### config.mk
export PLATFORM = sky130hd
export DESIGN_NAME = load_store_unit_flat
export DESIGN_NICKNAME = d
export VERILOG_FILES = /design/src/rtl/lsu_pkg.sv /design/src/rtl/lsu_if.sv /design/src/rtl/lsu_align.sv /design/src/rtl/load_store_unit.sv /design/src/flat_wrapper.sv
export SDC_FILE = /design/constraint.sdc
export NUM_CORES = 1
export LEC_CHECK = 0
export ABC_AREA = 1
export CAP_MARGIN = 30
export CORE_MARGIN = 1.5
export CORE_UTILIZATION = 30
export DETAILED_ROUTE_END_ITERATION = 12
export PLACE_DENSITY = 0.62
export SYNTH_ARGS = -nofsm -noshare
export SYNTH_HDL_FRONTEND = slang
export SYNTH_SLANG_ARGS = --single-unit
### constraint.sdc
create_clock -name clk -period 8.9 [get_ports clk]
set_input_delay 1.78 -clock clk [delete_from_list [all_inputs] [get_ports clk]]
set_output_delay 1.78 -clock clk [all_outputs]
set_load 0.01 [all_outputs]
### src/rtl/lsu_pkg.sv
// rtl/lsu_pkg.sv - shared state encoding, funct3 codes and access-legality helpers
package lsu_pkg;

    typedef enum logic [2:0] {
        IDLE  = 3'd0,
        READ  = 3'd1,
        WRITE = 3'd2,
        DONE  = 3'd3,
        ERR   = 3'd4
    } state_t;

    localparam logic [2:0] F3_B  = 3'b000;
    localparam logic [2:0] F3_H  = 3'b001;
    localparam logic [2:0] F3_W  = 3'b010;
    localparam logic [2:0] F3_BU = 3'b100;
    localparam logic [2:0] F3_HU = 3'b101;

    // Unsigned variants only exist for loads; everything else outside B/H/W is undefined.
    function automatic logic f3_legal(input logic wr, input logic [2:0] f3);
        logic ok;
        ok = 1'b0;
        case (f3)
            F3_B, F3_H, F3_W: ok = 1'b1;
            F3_BU, F3_HU:     ok = !wr;
            default:          ok = 1'b0;
        endcase
        return ok;
    endfunction

    // size is funct3[1:0]: 00 byte, 01 halfword, 10 word.
    function automatic logic misaligned(input logic [1:0] size, input logic [1:0] off);
        logic bad;
        bad = 1'b0;
        case (size)
            2'b01:   bad = off[0];
            2'b10:   bad = (off != 2'b00);
            default: bad = 1'b0;
        endcase
        return bad;
    endfunction

endpackage

### src/rtl/lsu_if.sv
// rtl/lsu_if.sv - core request/response and word-memory bus bundle
interface lsu_if #(
    parameter int ADDR_W = 32
) ();
    // core side
    logic              req;
    logic              wr;
    logic [2:0]        funct3;
    logic [ADDR_W-1:0] addr;
    logic [31:0]       wdata;
    logic [31:0]       rdata;
    logic              done;
    logic              err;
    logic              busy;
    // memory side
    logic [ADDR_W-1:0] A;
    logic [31:0]       WD;
    logic              WE;
    logic [31:0]       RD;

    // The load/store unit sits on the slave port; core plus memory model drive the master port.
    modport slave (
        input  req, wr, funct3, addr, wdata, RD,
        output rdata, done, err, busy, A, WD, WE
    );

    modport master (
        output req, wr, funct3, addr, wdata, RD,
        input  rdata, done, err, busy, A, WD, WE
    );
endinterface

### src/rtl/lsu_align.sv
// rtl/lsu_align.sv - load lane extraction/extension and store lane merge
module lsu_align
    import lsu_pkg::*;
(
    input  logic [2:0]  funct3_i,
    input  logic [1:0]  off_i,
    input  logic [31:0] rd_i,
    input  logic [31:0] old_i,
    input  logic [31:0] wdata_i,
    output logic [31:0] load_o,
    output logic [31:0] merge_o
);

    logic [7:0]  byte_lane;
    logic [15:0] half_lane;

    // Select the addressed lane of the read word and extend it to 32 bits.
    always_comb begin
        byte_lane = rd_i[{off_i, 3'b000} +: 8];
        half_lane = off_i[1] ? rd_i[31:16] : rd_i[15:0];
        load_o    = rd_i;
        case (funct3_i)
            F3_B:    load_o = {{24{byte_lane[7]}}, byte_lane};
            F3_BU:   load_o = {24'h0, byte_lane};
            F3_H:    load_o = {{16{half_lane[15]}}, half_lane};
            F3_HU:   load_o = {16'h0, half_lane};
            default: load_o = rd_i;
        endcase
    end

    // Overlay the low store bits onto the old word; word stores pass straight through.
    always_comb begin
        merge_o = old_i;
        case (funct3_i[1:0])
            2'b00: merge_o[{off_i, 3'b000} +: 8] = wdata_i[7:0];
            2'b01: begin
                if (off_i[1]) merge_o[31:16] = wdata_i[15:0];
                else          merge_o[15:0]  = wdata_i[15:0];
            end
            default: merge_o = wdata_i;
        endcase
    end

endmodule

### src/rtl/load_store_unit.sv
// rtl/load_store_unit.sv - single-access load/store sequencer over a word-wide memory
module load_store_unit
    import lsu_pkg::*;
#(
    parameter int ADDR_W = 32
) (
    input  logic  clk,
    input  logic  reset,
    lsu_if.slave  bus
);

    state_t            state_q, state_d;
    logic              wr_q;
    logic [2:0]        f3_q;
    logic [ADDR_W-1:0] addr_q;
    logic [31:0]       wdata_q;
    logic [31:0]       old_q;
    logic [31:0]       rdata_q;
    logic [31:0]       load_data;
    logic [31:0]       merge_data;

    lsu_align u_align (
        .funct3_i (f3_q),
        .off_i    (addr_q[1:0]),
        .rd_i     (bus.RD),
        .old_i    (old_q),
        .wdata_i  (wdata_q),
        .load_o   (load_data),
        .merge_o  (merge_data)
    );

    // State register.
    always_ff @(posedge clk or posedge reset) begin
        if (reset) state_q <= IDLE;
        else       state_q <= state_d;
    end

    // Request latches, old-word capture for sub-word stores, and the load result.
    always_ff @(posedge clk or posedge reset) begin
        if (reset) begin
            wr_q    <= 1'b0;
            f3_q    <= 3'b000;
            addr_q  <= '0;
            wdata_q <= 32'h0;
            old_q   <= 32'h0;
            rdata_q <= 32'h0;
        end else begin
            if (state_q == IDLE && bus.req) begin
                wr_q    <= bus.wr;
                f3_q    <= bus.funct3;
                addr_q  <= bus.addr;
                wdata_q <= bus.wdata;
            end
            if (state_q == READ) begin
                if (wr_q) old_q   <= bus.RD;
                else      rdata_q <= load_data;
            end
        end
    end

    // Next-state and output decode; all memory-side outputs are quiet outside READ/WRITE.
    always_comb begin
        state_d   = state_q;
        bus.busy  = (state_q != IDLE);
        bus.done  = 1'b0;
        bus.err   = 1'b0;
        bus.WE    = 1'b0;
        bus.WD    = 32'h0;
        bus.A     = '0;
        bus.rdata = rdata_q;
        case (state_q)
            IDLE: begin
                if (bus.req) begin
                    if (!f3_legal(bus.wr, bus.funct3) ||
                        misaligned(bus.funct3[1:0], bus.addr[1:0]))
                        state_d = ERR;
                    else if (!bus.wr)
                        state_d = READ;
                    else if (bus.funct3 == F3_W)
                        state_d = WRITE;
                    else
                        state_d = READ;
                end
            end
            READ: begin
                bus.A   = {addr_q[ADDR_W-1:2], 2'b00};
                state_d = wr_q ? WRITE : DONE;
            end
            WRITE: begin
                bus.A   = {addr_q[ADDR_W-1:2], 2'b00};
                bus.WE  = 1'b1;
                bus.WD  = merge_data;
                state_d = DONE;
            end
            DONE: begin
                bus.done = 1'b1;
                state_d  = IDLE;
            end
            ERR: begin
                bus.done = 1'b1;
                bus.err  = 1'b1;
                state_d  = IDLE;
            end
            default: state_d = IDLE;
        endcase
    end

endmodule

### src/flat_wrapper.sv
// flat-port wrapper written by rule: the top's interface ports become plain ports
module load_store_unit_flat import lsu_pkg::*;
#(
    parameter int ADDR_W = 32
)
  (clk, reset, bus_req, bus_wr, bus_funct3, bus_addr, bus_wdata, bus_RD, bus_rdata, bus_done, bus_err, bus_busy, bus_A, bus_WD, bus_WE);
  lsu_if #(.ADDR_W(ADDR_W)) bus_i ();
  input  logic clk;
  input  logic reset;
  input wire logic [$bits(bus_i.req)-1:0] bus_req;
  input wire logic [$bits(bus_i.wr)-1:0] bus_wr;
  input wire logic [$bits(bus_i.funct3)-1:0] bus_funct3;
  input wire logic [$bits(bus_i.addr)-1:0] bus_addr;
  input wire logic [$bits(bus_i.wdata)-1:0] bus_wdata;
  input wire logic [$bits(bus_i.RD)-1:0] bus_RD;
  output wire logic [$bits(bus_i.rdata)-1:0] bus_rdata;
  output wire logic [$bits(bus_i.done)-1:0] bus_done;
  output wire logic [$bits(bus_i.err)-1:0] bus_err;
  output wire logic [$bits(bus_i.busy)-1:0] bus_busy;
  output wire logic [$bits(bus_i.A)-1:0] bus_A;
  output wire logic [$bits(bus_i.WD)-1:0] bus_WD;
  output wire logic [$bits(bus_i.WE)-1:0] bus_WE;
  assign bus_i.req = bus_req;
  assign bus_i.wr = bus_wr;
  assign bus_i.funct3 = bus_funct3;
  assign bus_i.addr = bus_addr;
  assign bus_i.wdata = bus_wdata;
  assign bus_i.RD = bus_RD;
  assign bus_rdata = bus_i.rdata;
  assign bus_done = bus_i.done;
  assign bus_err = bus_i.err;
  assign bus_busy = bus_i.busy;
  assign bus_A = bus_i.A;
  assign bus_WD = bus_i.WD;
  assign bus_WE = bus_i.WE;
  load_store_unit #(.ADDR_W(ADDR_W)) u_core (.clk(clk), .reset(reset), .bus(bus_i));
endmodule
== Yosys cells after proc, flatten, opt, wreduce, memory -nomap -nowiden ==
Index checks and enable logic that the tools add are counted.

* Multiply operators: 0
* Add/sub/neg operators: 1
* Bitwise gates (word level): 1
* Mux-type cells: 23
* Div/mod/pow operators: 0
* Magnitude comparators: 0
* Reduce and logical (&&, ||, !) cells: 16
* Equal/unequal tests: 15
* Shifts and indexed selects: 3

{| class="wikitable"
|+ Operator list
! cell !! number
|-
| $pmux W32 S4 || 1
|-
| $mux W32 || 2
|-
| $pmux W32 S2 || 1
|-
| $mux W16 || 3
|-
| $bwmux W32 || 1
|-
| $shift A8 B7 Y32 const A || 1
|-
| $shiftx A32 B6 Y8 || 1
|-
| $shiftx A8 B7 Y32 || 1
|-
| $eq A3 B3 Y1 const B || 5
|-
| $eq A3 B1 Y1 const B || 3
|-
| $eq A3 B2 Y1 const B || 3
|-
| $logic_not A3 Y1 || 3
|-
| $mux W3 || 3
|-
| $pmux W3 S3 || 1
|-
| $mux W1 || 8
|-
| $neg A5 Y7 || 1
|-
| $reduce_or A2 Y1 || 3
|-
| $eq A2 B1 Y1 const B || 2
|-
| $pmux W1 S2 || 2
|-
| $reduce_and A2 Y1 || 2
|-
| $reduce_bool A3 Y1 || 1
|-
| $reduce_or A3 Y1 || 1
|-
| $eq A2 B2 Y1 const B || 1
|-
| $logic_not A1 Y1 || 2
|-
| other kinds (7) || 7
|}

* Input port bits: 103
* Bits in registers: 135
* Output and inout bits: 100
* Bits in writable memories: 0
* ROM bits: 0
* Bits in latches: 0
* Memories kept: 0
* Logic and storage cells: 66

== Logic depth before layout (Yosys ltp) ==
Gate-level depths: netlist of the first run.

* Depth in word-level cells: 10
* Mapped depth: 11
* Mapped depth without buffers: 9

== Hierarchy ==
From an unflattened synthesis of the first run, not the netlist that was laid out.

* Cells, all modules: 1105
* Area total of the unflattened synthesis: 7533.5 µm²

{| class="wikitable"
|+ By module, submodules not included
! module !! cells an instance !! area an instance (µm²) !! times used
|-
| load_store_unit || 712 || 5773.0 || 1
|-
| lsu_align || 393 || 1760.4 || 1
|}

== Worst setup path before layout of the first run ==
Ideal clock, no wire load.

* Path type: reg2out
* Start point: register u_core.addr_q[1]
* End point: output port bus_WD[0]
* Data required time: 7.120 ns
* Arrival time: 1.900 ns
* Cell stages (with the launch flop): 9
* Slack: 5.220 ns
* Cells stage by stage: dfrtp_1 -> inv_2 -> clkbuf_1 -> ha_1 -> buf_2 -> nand3_1 -> nor3_1 -> nor2_1 -> nor3_1

* Word-level cells in the longest chain between the ends: 5

{| class="wikitable"
|+ Ends and longest elaborated chain
! item !! line !! source
|-
| from (decl) || load_store_unit.sv:15 || <nowiki>logic [ADDR_W-1:0] addr_q;</nowiki>
|-
| from (signal assigned) || load_store_unit.sv:51 || <nowiki>addr_q <= bus.addr;</nowiki>
|-
| $neg A5 Y7 || lsu_align.sv:35 || <nowiki>2'b00: merge_o[{off_i, 3'b000} +: 8] = wdata_i[7:0];</nowiki>
|-
| $shiftx A8 B7 Y32 / $shift A8 B7 Y32 (equally long branches) || lsu_align.sv:35 ||
|-
| $bwmux W32 || lsu_align.sv:35 ||
|-
| $pmux W32 S2 * || lsu_align.sv:34 || <nowiki>case (funct3_i[1:0])</nowiki>
|-
| $mux W32 * || load_store_unit.sv:71 || <nowiki>case (state_q)</nowiki>
|-
| to (decl) || flat_wrapper.sv:21 || <nowiki>output wire logic [$bits(bus_i.WD)-1:0] bus_WD;</nowiki>
|}

Mark *: on every way between the ends. The rest lies on a longest branch, timed or not.

== Final worst setup path of the first run ==
* Start point: register u_core.addr_q[0]
* End point: output port bus_WD[10]

* Word-level cells in the longest chain between the ends: 5

{| class="wikitable"
|+ Ends and longest elaborated chain
! item !! line
|-
| $neg A5 Y7 * || lsu_align.sv:35
|-
| $shiftx A8 B7 Y32 / $shift A8 B7 Y32 (equally long branches) || lsu_align.sv:35
|-
| $bwmux W32 * || lsu_align.sv:35
|-
| $pmux W32 S2 * || lsu_align.sv:34
|-
| $mux W32 * || load_store_unit.sv:71
|}

Marked as above.

==> flow_summary.yaml, run 1 <==
timing:
  tightest_slew_ps: 895
  period_minus_slack_ps: 5340
  fin_crit_sh_pct: 60.0
  setup_tns_ps: 0
  final.setup_skew_ps: 10.6
  setup_violations: 0
  fin_ws_ps: 3560
  slew_viol_final: 0
  hold_viol: 0
  fmax_ghz: 0.187
  rsz0062_at_grt: "false"
  relSlewSlack_pct: 40.3
power:
  power_frac_seq_pct: 28.4
  p_leak_uw: 0.00500
  switchingPower_uw: 1730
  p_per_area_mw_per_mm2: 372
  ir_drop_v: 0.000158
  p_int_uw: 2230
  pwr-share-clk_pct: 18.9
  switching_share_pct: 43.6
  pwr-share-comb_pct: 52.7
cts:
  cts_root_buffer: "clkbuf_16"
  cts_htree_levels: 4
  cts.sinks: 135
  cts_made_buffers: 17
  post_cts_resized: 0
  hold_buffers: 0
  cts_setup_buffers: 0
  path_clk_slew_ps: 60
  cts_tree: "done"
  clock_path_buffers: 2
  clock_latency_ps: 430
synthesis:
  ys_ff_latch: 135
  synthTopCellsByCount: "237 x nand2_1, 145 x nor2_1, 135 x dfrtp_1"
  seq_area_frac_synth_pct: 42.8
  synth_area_leaders: "dfrtp_1 43%, nand2_1 11%, nor2_1 6.9%, inv_1 6.3%, a21oi_1 5.8%"
  yosysMostFrequentCell: "nand2_1"
  synthFlopType: "dfrtp_1"
  synth_top_area_cell: "dfrtp_1"
  syn_area_per_cell_sq_um: 7.32
  synth_cell_type_count: 36
  synth_area_sq_mm: 0.00790
  synth_edf_count: 0
  synth_top_cell_area_share_pct: 42.8
  yosys_warnings: 0
  postSynthCellCount: 1079
  async_flop_share_pct: 100
finish:
  multi_input_area_sq_mm: 0.00357
  drive_gt1_share_pct: 7.22
  register_area_sq_mm: 0.00338
  num_antenna_cells: 0
  fillerInstances: 2664
  syn2layout_area_growth_pct: 34.8
  fin_nets: 1358
global_route:
  grt_pass1_wl_um: 40600
  grt_use_total_pct: 19.8
  grt_max_degree: 74
  grt_pass1_vias: 7208
  grt_overflow_total: 0
  antenna_found_initial: 1
floorplan:
  io_pins: 203
  start_util_pct: 30.5
  rows: 59
  core-area_sq_mm: 0.0259
  fp.dieW_um: 165
  dieHeight_um: 165
  dieArea_sq_mm: 0.0273
drt:
  ant_nets: 0
  first_iter_violations: 487
  wire_per_inst_um: 16.6
  vias_per_cell: 4.75
  wirelength_um: 26500
  via_count: 7577
  drt_first_pass_iters: 5
  drc: 0
setup_path:
  critPathCaptureType: "output pin"
  critical_path.max_fanout: 22
  worstSetupPathType: "reg2out"
  cp-start-kind: "register"
  arrival_ps: 3560
  worstPathRequired_ps: 7120
placement:
  place.gp.congestion: 0.940
  place_hpwl_um: 19100
  dp_slack_ps: 4130
  portBuffers: 200
job:
  max_cap_violations: 0
hold_path:
  holdCritPathClass: "reg2reg"
run_status:
  run_status: "complete, no violations"
[final cells by class]
cell class,count,share of cell area [%]
multi-input combinational,736,33.6
sequential,135,31.8
timing repair buffer,208,19.7
inverter,149,5.28
clock buffer,18,4.13
tap,335,3.94
clock inverter,14,1.63
[metal layers]
metal | part of all wire (%) | track usage (%) | vias to the layer above
li1 | - | - | 3747
met2 | 45 | 30.7 | 258
met5 | 0.049 | 0 | -
met1 | 44 | 26.1 | 3520
met4 | 2.8 | 7.62 | 2
met3 | 7.9 | 5.39 | 50
[cell usage in the layout (no fill, tap or decap), types with 2 or more instances in the layout]
master           instances
ha_1                     8
dfrtp_1                133
o21ai_1                 19
clkinvlp_4               4
nor2_2                   4
inv_6                    3
clkdlybuf4s50_1        200
clkinv_1                 6
buf_4                    6
a22oi_1                 18
clkinv_2                 2
nor2_1                 144
o22ai_1                  3
clkinv_4                 2
nor3_1                  25
or2_1                    3
mux2_4                   3
nand3_1                 34
nor2_4                   3
inv_1                  132
bufinv_16                3
mux2_1                  19
dfrtp_2                  2
nand2_2                  4
or2_2                   13
conb_1                   2
a21oi_1                 92
o21ai_0                 89
nand2_1                237
inv_2                   10
a21oi_2                  6
a31oi_1                  4
clkbuf_16               17
[cell families after synthesis]
family                     after synthesis  synth area share (%)
AOI/OAI and AO/OA                      233                  15.8
DFF                                    135                  42.8
and+or+nand+nor                        471                  24.8
buffers and inverters                  209                  12.0
adders and majority gates                8                  1.27
muxes                                   22                  3.28
other                                    1                0.0475
[state kept, by name, indices dropped and copies added (netlist names)]
name              count
u_core.addr_q        32
u_core.bus.rdata     32
u_core.f3_q           3
u_core.old_q         32
u_core.state_q        3
u_core.wdata_q       32
u_core.wr_q           1
[final timing paths]
kind	end	slack, ps	from	cells past startpoint
worst min-delay path	u_core.bus.rdata[6]$_DFFE_PP0P_	480	u_core.bus.rdata[6]$_DFFE_PP0P_	2
min in group asynchronous	u_core.addr_q[13]$_DFFE_PP0P_	1650	reset	2
worst max register to register	u_core.bus.rdata[2]$_DFFE_PP0P_	6400	u_core.state_q[2]$_DFFE_PP0P_	6
worst max-delay path	bus_WD[10]	3560	u_core.addr_q[0]$_DFFE_PP0P_	10
max in group asynchronous	u_core.f3_q[1]$_DFFE_PP0P_	6140	reset	3
worst min register to register	u_core.bus.rdata[6]$_DFFE_PP0P_	480	u_core.bus.rdata[6]$_DFFE_PP0P_	2
[stage by stage]
stage	power, uW	util (%)	hold slack [ps]	cell area [sq um]	instances
floorplan	2400	-	459	7900	1080
global placement	3180	38.5	465	9980	1561
detailed placement	3210	38.7	466	10000	1563
CTS	3980	41.1	481	10600	1595
global route	4280	41.1	498	10600	1595
finish	3960	41.1	475	10600	1595
[worst max-delay path, stage by stage, from the launching register on]
cell and delay [ps]:
dfrtp_1 850, inv_1 280, ha_1 410, inv_1 120, nand2_1 120, nor2_1 270
nand2_1 110, nand2_1 80, nand2_1 50, a21oi_1 250, clkdlybuf4s50_1 610
[power by group through the flow]
stage | registers, uW | clock network [uW] | logic, uW
after detailed placement | 1130 | 0 | 2080
after CTS | 1120 | 759 | 2100
after global placement | 1130 | 0 | 2050
after floorplan | 1080 | 0 | 1320
final | 1120 | 749 | 2080
after global routing | 1160 | 785 | 2330
(Power assumes the default switching activity.)
==> run 2: changes to the inputs <==
==> constraint.sdc (replaced) <==
create_clock -name clk -period 5.4 [get_ports clk]
set_input_delay 1.08 -clock clk [delete_from_list [all_inputs] [get_ports clk]]
set_output_delay 1.08 -clock clk [all_outputs]
set_load 0.01 [all_outputs]
==> flow_summary.yaml, run 2 (synthesis gave the netlist of run 1 again) <==
finish:
  final_cell_mix: "237 x nand2_1, 200 x clkdlybuf4s50_1, 144 x nor2_1"
  final_common_cell: "nand2_1"
  utilization_pct: 41.2
  fillerInstances: 2664
  drive_gt1_share_pct: 7.52
  num_antenna_cells: 0
  syn2layout_area_growth_pct: 35.3
  fin_nets: 1362
floorplan:
  dieHeight_um: 165
  rows: 59
  io_pins: 203
  start_util_pct: 30.5
  dieArea_sq_mm: 0.0273
  fp.dieW_um: 165
  core-area_sq_mm: 0.0259
timing:
  final.setup_skew_ps: 14.6
  holdWs_ps: 481
  fmax_ghz: 0.242
  hold_viol: 0
  setup_violations: 0
  slew_viol_final: 0
  rsz0062_at_grt: "false"
  fin_crit_sh_pct: 76.4
  tightest_slew_ps: 909
  relSlewSlack_pct: 39.4
  setup_tns_ps: 0
  period_minus_slack_ps: 4130
drt:
  wirelength_um: 26300
  drt_first_pass_iters: 7
  routed.top_layer: "met4"
  via_count: 7599
  wl_met3_um: 2080
  wire_per_inst_um: 16.4
  met2_length_um: 12000
  vias_per_cell: 4.75
  wl_met1_um: 11600
  first_iter_violations: 436
  ant_nets: 0
  drc: 0
setup_path:
  slowest_delay_ps: 620
  worstSetupPathType: "reg2out"
  cp.depth: 10
  critPathCaptureType: "output pin"
  crit_buf_inv: 4
  critical_path.max_fanout: 23
  cpMostUsedCell: "nand2_1"
  path_cells: "inv_2 -> buf_4 -> ha_1 -> inv_2 -> nor2_1 -> nand2_1 -> nand2_1 -> nand2_1 -> a21oi_1 -> clkdlybuf4s50_1"
  cp_slowest_cell: "clkdlybuf4s50_1"
  cp-start-kind: "register"
  crit_family: "buffers and inverters"
  r2r_cells: 6
  worstPathRequired_ps: 4320
  arrival_ps: 3050
cts:
  cts_root_buffer: "clkbuf_16"
  cts_made_buffers: 17
  post_cts_resized: 0
  cts_tree: "done"
  cts.sinks: 135
  cts_htree_levels: 4
  clock_latency_ps: 440
  clock_path_buffers: 2
  cts_setup_buffers: 0
  path_clk_slew_ps: 60
  hold_buffers: 0
power:
  p_leak_uw: 0.00503
  p_per_area_mw_per_mm2: 611
  ir_drop_v: 0.000243
hold_path:
  holdCritPathClass: "reg2reg"
  hold_depth: 2
global_route:
  grt_max_degree: 73
  grt_pass1_wl_um: 40700
  grt_use_total_pct: 19.7
  grt_overflow_total: 0
  antenna_found_initial: 0
  grt_pass1_vias: 7247
job:
  max_cap_violations: 0
placement:
  place_hpwl_um: 19100
  portBuffers: 200
  place.gp.congestion: 0.945
run_status:
  run_status: "complete, no violations"
## run 2: worst paths after layout
kind / start / end / slack, ps
worst max-delay path: u_core.addr_q[1]$_DFFE_PP0P_ / bus_WD[8] / 1270
worst min-delay path: u_core.bus.rdata[6]$_DFFE_PP0P_ / u_core.bus.rdata[6]$_DFFE_PP0P_ / 480
worst max register to register: u_core.state_q[2]$_DFFE_PP0P_ / u_core.bus.rdata[2]$_DFFE_PP0P_ / 2920
worst min register to register: u_core.bus.rdata[6]$_DFFE_PP0P_ / u_core.bus.rdata[6]$_DFFE_PP0P_ / 480
max in group asynchronous: reset / u_core.bus.rdata[28]$_DFFE_PP0P_ / 3790
min in group asynchronous: reset / u_core.addr_q[13]$_DFFE_PP0P_ / 950
## run 2: power breakdown
group | switching, uW | internal, uW
Sequential | 326 | 1510
Combinational | 2020 | 1460
Clock | 502 | 705
Total | 2850 | 3670
## run 2: worst register-to-register path: stages, from the launching register on
cell	delay (ps)
dfrtp_1	440
nor2_4	150
nand3_2	680
inv_2	690
o21ai_0	180
nor2_1	190
nor2_1	50
## run 2: cell type report
| cell class | instances | area, sq um | area share, % |
|---|---|---|---|
| sequential | 135 | 3380 | 31.7 |
| inverter | 149 | 562 | 5.26 |
| clock inverter | 14 | 163 | 1.52 |
| clock buffer | 18 | 439 | 4.11 |
| multi-input combinational | 736 | 3570 | 33.5 |
| timing repair buffer | 212 | 2140 | 20.1 |
| tap | 335 | 419 | 3.92 |
## run 2: metrics by stage
stage          power [uW]  instance area, sq um  setup WS [ps]  instances
2_1_floorplan        3960                  7900            709       1080
3_3_place_gp         5250                 10000           1760       1565
3_5_place_dp         5320                 10100           1750       1567
4_1_cts              6550                 10700           1280       1599
5_1_grt              7050                 10700           1110       1599
6_report             6520                 10700           1270       1599
## run 2: metal layers
metal,global-route usage [%],vias to the layer above
li1,-,3748
met1,26.1,3534
met2,30.9,278
met3,5.62,39
met4,6.06,0
met5,0,-
